--- config.mk ---
export PLATFORM = sky130hd
export DESIGN_NAME = mem_bus_arbiter
export DESIGN_NICKNAME = d
export VERILOG_FILES = /design/src/rtl/mem_bus_arbiter.sv
export SDC_FILE = /design/constraint.sdc
export NUM_CORES = 1
export LEC_CHECK = 0
export ABC_AREA = 1
export CAP_MARGIN = 20
export CORE_MARGIN = 5
export CORE_UTILIZATION = 43
export CTS_CLUSTER_DIAMETER = 200
export DETAILED_ROUTE_END_ITERATION = 12
export PLACE_DENSITY = 0.87
export SYNTH_ARGS = -nofsm -noshare
export SYNTH_HDL_FRONTEND = slang
export SYNTH_SLANG_ARGS = --single-unit
--- constraint.sdc ---
create_clock -name clk -period 2.65 [get_ports clk]
set_clock_uncertainty 0.05 [all_clocks]
set_input_delay 0.53 -clock clk [delete_from_list [all_inputs] [get_ports clk]]
set_output_delay 0.53 -clock clk [all_outputs]
set_load 0.005 [all_outputs]
--- src/rtl/mem_bus_arbiter.sv ---
// Two-port (instruction/data) arbiter in front of a single-port RAM with a
// fixed number of wait states; data side wins ties, owners alternate under load.
module mem_bus_arbiter #(
    parameter int unsigned WAIT_STATES = 1
) (
    input  logic        clk,
    input  logic        rst_n,
    input  logic [31:0] ibus_address,
    input  logic [3:0]  ibus_byteenable,
    input  logic        ibus_read,
    input  logic        ibus_write,
    input  logic [31:0] ibus_wrdata,
    output logic [31:0] ibus_rddata,
    output logic        ibus_stall,
    input  logic [31:0] dbus_address,
    input  logic [3:0]  dbus_byteenable,
    input  logic        dbus_read,
    input  logic        dbus_write,
    input  logic [31:0] dbus_wrdata,
    output logic [31:0] dbus_rddata,
    output logic        dbus_stall,
    output logic [29:0] mem_address,
    output logic [3:0]  mem_byteenable,
    output logic        mem_read,
    output logic        mem_write,
    output logic [31:0] mem_wrdata,
    input  logic [31:0] mem_rddata
);

    localparam int unsigned DW  = 32;
    localparam int unsigned BEW = 4;
    localparam int unsigned MAW = 30;
    localparam int unsigned CW  = 3;

    typedef enum logic [1:0] {
        IDLE = 2'd0,
        BUSY = 2'd1,
        DONE = 2'd2
    } state_t;

    typedef enum logic {
        OWN_IBUS = 1'b0,
        OWN_DBUS = 1'b1
    } owner_t;

    state_t           state_q, state_d;
    owner_t           owner_q, owner_d;
    logic [CW-1:0]    wait_q, wait_d;
    logic [DW-1:0]    rdata_q, rdata_d;
    logic [MAW-1:0]   addr_q, addr_d;
    logic [BEW-1:0]   be_q, be_d;
    logic [DW-1:0]    wdata_q, wdata_d;
    logic             wr_q, wr_d;

    logic             ireq, dreq;
    logic             grant_en;
    logic             grant_dbus;

    assign ireq = ibus_read | ibus_write;
    assign dreq = dbus_read | dbus_write;

    // Address byte-offset bits never reach the word-addressed RAM.
    logic unused_addr_lsbs;
    assign unused_addr_lsbs = ^{ibus_address[1:0], dbus_address[1:0]};

    // Next-state: grant selection, wait counting, read-data capture.
    always_comb begin
        state_d    = state_q;
        owner_d    = owner_q;
        wait_d     = wait_q;
        rdata_d    = rdata_q;
        addr_d     = addr_q;
        be_d       = be_q;
        wdata_d    = wdata_q;
        wr_d       = wr_q;
        grant_en   = 1'b0;
        grant_dbus = 1'b0;

        case (state_q)
            IDLE: begin
                if (dreq) begin
                    grant_en   = 1'b1;
                    grant_dbus = 1'b1;
                end else if (ireq) begin
                    grant_en   = 1'b1;
                end
            end
            BUSY: begin
                if (wait_q == CW'(WAIT_STATES)) begin
                    state_d = DONE;
                    wait_d  = '0;
                    if (!wr_q) begin
                        rdata_d = mem_rddata;
                    end
                end else begin
                    wait_d = wait_q + CW'(1);
                end
            end
            DONE: begin
                // The finishing owner's request is the one just served.
                if (owner_q == OWN_IBUS && dreq) begin
                    grant_en   = 1'b1;
                    grant_dbus = 1'b1;
                end else if (owner_q == OWN_DBUS && ireq) begin
                    grant_en   = 1'b1;
                end else begin
                    state_d = IDLE;
                end
            end
            default: begin
                state_d = IDLE;
            end
        endcase

        if (grant_en) begin
            state_d = BUSY;
            wait_d  = '0;
            if (grant_dbus) begin
                owner_d = OWN_DBUS;
                addr_d  = dbus_address[31:2];
                be_d    = dbus_byteenable;
                wdata_d = dbus_wrdata;
                wr_d    = dbus_write;
            end else begin
                owner_d = OWN_IBUS;
                addr_d  = ibus_address[31:2];
                be_d    = ibus_byteenable;
                wdata_d = ibus_wrdata;
                wr_d    = ibus_write;
            end
        end
    end

    always_ff @(posedge clk) begin
        if (!rst_n) begin
            state_q <= IDLE;
            owner_q <= OWN_IBUS;
            wait_q  <= '0;
            rdata_q <= '0;
            addr_q  <= '0;
            be_q    <= '0;
            wdata_q <= '0;
            wr_q    <= 1'b0;
        end else begin
            state_q <= state_d;
            owner_q <= owner_d;
            wait_q  <= wait_d;
            rdata_q <= rdata_d;
            addr_q  <= addr_d;
            be_q    <= be_d;
            wdata_q <= wdata_d;
            wr_q    <= wr_d;
        end
    end

    assign mem_address    = addr_q;
    assign mem_byteenable = be_q;
    assign mem_wrdata     = wdata_q;
    assign mem_read       = (state_q == BUSY) & ~wr_q;
    assign mem_write      = (state_q == BUSY) &  wr_q;

    assign ibus_rddata = rdata_q;
    assign dbus_rddata = rdata_q;

    assign ibus_stall = ireq & ~(state_q == DONE && owner_q == OWN_IBUS);
    assign dbus_stall = dreq & ~(state_q == DONE && owner_q == OWN_DBUS);

endmodule

[Yosys cells after proc, flatten, opt, wreduce, memory -nomap -nowiden]
Index checks and enable logic that the tools add are counted.
Operators by class
  add/subtract/negate cells: 1
  eq/ne operators: 10
  mux-type cells: 19
  bitwise logic cells: 12
  reduce and logical (&&, ||, !) cells: 9
Operator list (count)
  $mux W32: 1
  $mux W30: 1
  $mux W1: 9
  $ne A3 B3 Y1 const B: 3
  $ne A2 B2 Y1 const B: 4
  $reduce_and A4 Y1: 2
  $mux W2: 3
  $not A1 Y1: 6
  $pmux W2 S3: 1
  $and A1 B1 Y1: 4
  $logic_and A1 B1 Y1: 4
  $mux W4: 1
  $pmux W1 S2: 2
  $add A3 B1 Y3 const B: 1
  $eq A3 B1 Y1 const B: 1
  $mux W3: 1
  $reduce_and A3 Y1: 1
  $eq A2 B1 Y1 const B: 1
  $eq A2 B2 Y1 const B: 1
  $logic_not A2 Y1: 1
  $or A1 B1 Y1: 2
  $reduce_or A2 Y1: 1
Word-level totals
  register bits after elaboration: 105
  bits of input ports: 174
  output and inout port bits: 134

[Logic depth before layout (Yosys ltp)]
  depth after elaboration: 7
  mapped depth: 9

[Worst setup path before layout]
OpenSTA, ideal clock, no wires.
  path kind: input-to-reg
  from: input port ibus_read
  to: register wdata_q[29], in the netlist mem_wrdata[29]
  setup time: 113 ps
  data arrival time: 1488 ps
  required time: 2487 ps
  path slack: 1000 ps
  stages on the path: 8
  path through: nor2_1 > nand2_1 > nand3_1 > buf_2 > buf_2 > nand3_1 > nand2_1 > nor2_1
On the way
  longest elaborated chain between the ends: 5
  elaborated cells on any way between the ends: 7
  classes of those cells: mux: 5; bitwise: 1; reduce/logical: 1
Ends and longest elaborated chain
  from (decl): RTL line 10  | input logic ibus_read,
  $or A1 B1 Y1 (*): RTL line 59  | assign ireq = ibus_read | ibus_write;
  $logic_and A1 B1 Y1: RTL line 104  | end else if (owner_q == OWN_DBUS && ireq) begin
  $mux W1: RTL line 104
  $mux W1: RTL line 101  | if (owner_q == OWN_IBUS && dreq) begin
  $pmux W1 S2 (*): RTL line 79  | case (state_q)
  to (signal assigned): RTL line 151  | wdata_q <= wdata_d;
  to (decl): RTL line 52  | logic [DW-1:0] wdata_q, wdata_d;
Every way passes the cells marked *; elsewhere a longest branch is shown, timed or not.
A chain may end at the register's enable or synchronous reset.

[Worst setup path after layout]
  from: input port dbus_write
  to: output port dbus_stall
On the way
  longest elaborated chain between the ends: 2
Ends and longest elaborated chain
  from (decl): RTL line 18  | input logic dbus_write,
  $or A1 B1 Y1: RTL line 60  | assign dreq = dbus_read | dbus_write;
  $and A1 B1 Y1: RTL line 166  | assign dbus_stall = dreq & ~(state_q == DONE && owner_q == OWN_DBUS);
  to (decl): RTL line 21  | output logic dbus_stall,
Every way passes these cells.

==> out/summary.log <==
[sta] RSZ-0062 raised after global routing no
[final_layout] # nets final 1,300
[sta] final hold violation count 0
[clock_network] CTS tree built
[die] Initial Utilization 43.6%
[die] area of the core 13,100 sq um
[clock_network] CTS sink count 105
[synth] library cell with the highest instance count after synthesis nand2_1
[clock_network] TritonCTS buffer count 9
[sta] Slew @ Worst Pin 601 ps
[die] Die Footprint 15,700 sq um
[synth] fraction of the mapped netlist area in adder cells 0%
[run_status] result of the run finished clean
[route] length of the first detailed-routing pass in iterations 5
[sta] maximum clock frequency 413 MHz
[final_layout] area growth from synthesis to final layout 56.6%
[final_layout] layout cell share with drive strength beyond 1 4.07%
[route] number of nets still failing antenna checks after routing 0
[synth] Mapped Area 5730 sq um
[route] iteration-0 DRC count of the detailed router 438
[synth] multiplexer fraction of the synthesized cell area 0%
[grt] pin count of the biggest net entering global routing 60
[synth] ranking of synthesized cells by area dfxtp_1, nand2_1, nand4_1, nor2_1, nand3_1
[power_and_ir_drop] Peak supply drop 0.384 mV
[run] number of violations of the max-capacitance limit 0
[synth] most frequently used flop master after synthesis dfxtp_1
[sta] Final period util 91.4%
[clock_network] CTS Buffer Depth 2
[synth] top-area cell type share of the netlist area 36.7%
[grt] total routing resource utilization after global routing 24.1%
[die] horizontal die dimension 125 um
[worst_setup_path] data arrival time at the worst-slack endpoint 1840 ps
[synth] Post-synth EDFFs 0
[worst_setup_path] worst reg2reg path endpoint mem_address[17]$_SDFFE_PN0P_
[min_path] hold wc startpoint dbus_rddata[17]$_SDFFE_PN0P_
[min_path] Hold Path End dbus_rddata[17]$_SDFFE_PN0P_
[route] routed vias 6,650
[min_path] worst min-delay path category register to register
[place] port bufs 303
[sta] fin crit period 2420 ps
[clock_network] clock network latency to the later pin of the worst-skew pair 340 ps
[clock_network] buffer cell driving the clock tree root clkbuf_16
[synth] yosys warns 0
[synth] post-synthesis cell type with the largest combined area dfxtp_1
[route] Final Routed Wirelength 20,000 um
[worst_setup_path] category of the critical setup timing path input pin to output pin
[sta] Slew HR 59.8%
[synth] Synth Area in Compound Gates 4.63%
[clock_network] hold_buf cts 0
[grt] number of antenna violations at the first check in global routing 0
[die] Die Height 125 um
[synth] net count of the mapped netlist 1,070
[clock_network] Max H-tree Level 3
[min_path] Worst Hold Depth 2
[place] GPL Wtd Cong 0.882
[clock_network] post-CTS setup repair buffer count 0
[synth] Cell variety after synth 20
[power_and_ir_drop] power density over cell area 503 nW/um^2
[route] DR DRC count 0
[power_and_ir_drop] static leakage 3.89 nW
[clock_network] count of instances resized after the clock tree is built 0
[place] estimated wirelength of the detail-placed design 14,300 um
[sta] Fin Setup TNS 0 ps
[final_layout] fill cell instance count of the final layout 1,129
[worst_setup_path] Worst R2R Path Depth 7
[synth] synthesized-area fraction occupied by and/or/nand/nor cells 43.6%
[route] routed via count divided by cell count 5.09
[grt] total grt overflow 0
[synth] flip-flop and latch count after synthesis 105
[synth] gate count after technology mapping 896
[worst_setup_path] critical path data required time 2070 ps
[worst_setup_path] setup slack of the most critical reg-to-reg path 730 ps
[clock_network] clock-pin slew on the worst setup and hold paths 70 ps
[worst_setup_path] Critical Path Sink Type output pin
[synth] sequential area share after synthesis 36.7%
[worst_setup_path] launch instance of the worst register-to-register path state_q[1]$_SDFFE_PP0P_
[die] cell row count 42
[synth] ranking of synthesized cells by instance count nand2_1, nor2_1, dfxtp_1
[final_layout] count of antenna diodes in the layout 0
[synth] main combinational cell family by area after synthesis simple AND/OR/NAND/NOR gates
[die] total I/O pin count 308
[grt] via count of the first global-routing pass 6,114
[worst_setup_path] crit-path max FO 4
[route] WL per Instance 15.3 um
[worst_setup_path] kind of start point of the critical path input pin
[synth] mean post-synth cell area 6.39 sq um
[grt] first-pass GRT wire length 31,300 um
[synth] xor-xnor portion of the synthesized cell area 0.153%
[sta] Final setup violation count 0
[synth] Async SR Flop Fraction 0%
[sta] Setup WS post-layout 227 ps
[place] pre-CTS WS 210 ps
[sta] pins over their slew limit 0
how the worst max path moves through the flow:
stage          startpoint                     endpoint  slack [ps]  depth (start not counted)
5_1_grt        dbus_write                   dbus_stall         170                          4
6_report       dbus_write                   dbus_stall         230                          4
2_1_floorplan   ibus_read  mem_wrdata[29]$_SDFFE_PN0P_        1000                          8
4_1_cts        dbus_write                   dbus_stall         210                          4
3_3_place_gp   dbus_write                   dbus_stall         230                          4
3_5_place_dp   dbus_write                   dbus_stall         210                          4
flip-flops by register name (all words and copies together), names as in the netlist:
register and cells:
dbus_rddata 32, mem_wrdata 32, mem_address 30, mem_byteenable 4
wait_q 3, state_q 2, owner_q 1, wr_q 1
power by group:
| group | switching, mW | internal, mW | total [mW] |
|---|---|---|---|
| Combinational | 0.623 | 0.699 | 1.32 |
| Clock | 0.575 | 0.830 | 1.40 |
| Sequential | 0.0709 | 1.71 | 1.78 |
stage by stage:
stage	hold WS, ps	cells	util, %	power [mW]	area [sq um]
after floorplan	420	896	-	2.44	5730
after global placement	411	1291	65.9	3.12	8660
after detailed placement	418	1291	65.9	3.14	8660
after CTS	429	1306	68.3	4.55	8970
after global routing	453	1306	68.3	4.74	8970
final	429	1306	68.3	4.51	8970
logic make-up after synthesis:
group           after synthesis
compound gates               37
xor+xnor                      1
buf+inv                     181
flops                       105
simple gates                572
metal layers:
layer,up-vias,track usage [%],share of wire [%]
li1,3300,-,-
met1,3018,27.0,38
met2,291,42.7,50
met3,41,6.87,8.9
met4,0,10.4,3.3
met5,-,0,0
critical path, cell delays in order:
cell and delay (ps):
clkdlybuf4s50_1 450, nor2_1 290, nor2_1 90, clkdlybuf4s50_1 480
layout make-up:
type	instances	area [sq um]	share of cell area [%]
repair buffers	323	3240	36.1
multi-input cells	610	2810	31.3
inverters	77	289	3.22
flip-flops and latches	105	2100	23.4
clock buffers	13	280	3.12
well taps	176	220	2.45
clock inverters	2	35.0	0.390
cells in the final DEF (no fill, tap or decap):
cell type,count
nor2_4,1
clkinv_2,1
clkdlybuf4s50_1,302
dfxtp_1,105
clkbuf_16,9
nor3_4,1
o21ai_0,2
nand2_1,245
clkbuf_8,4
inv_1,74
a21oi_1,3
buf_2,1
nand3_2,3
clkinv_1,1
bufinv_16,1
nand4_1,99
nand3_1,72
inv_2,2
nand2_2,2
nor2_1,148
a21boi_0,2
buf_12,5
xor2_1,1
a21boi_1,30
nor2_2,1
buf_4,15
No activity file was read; power rests on OpenSTA's default activity.
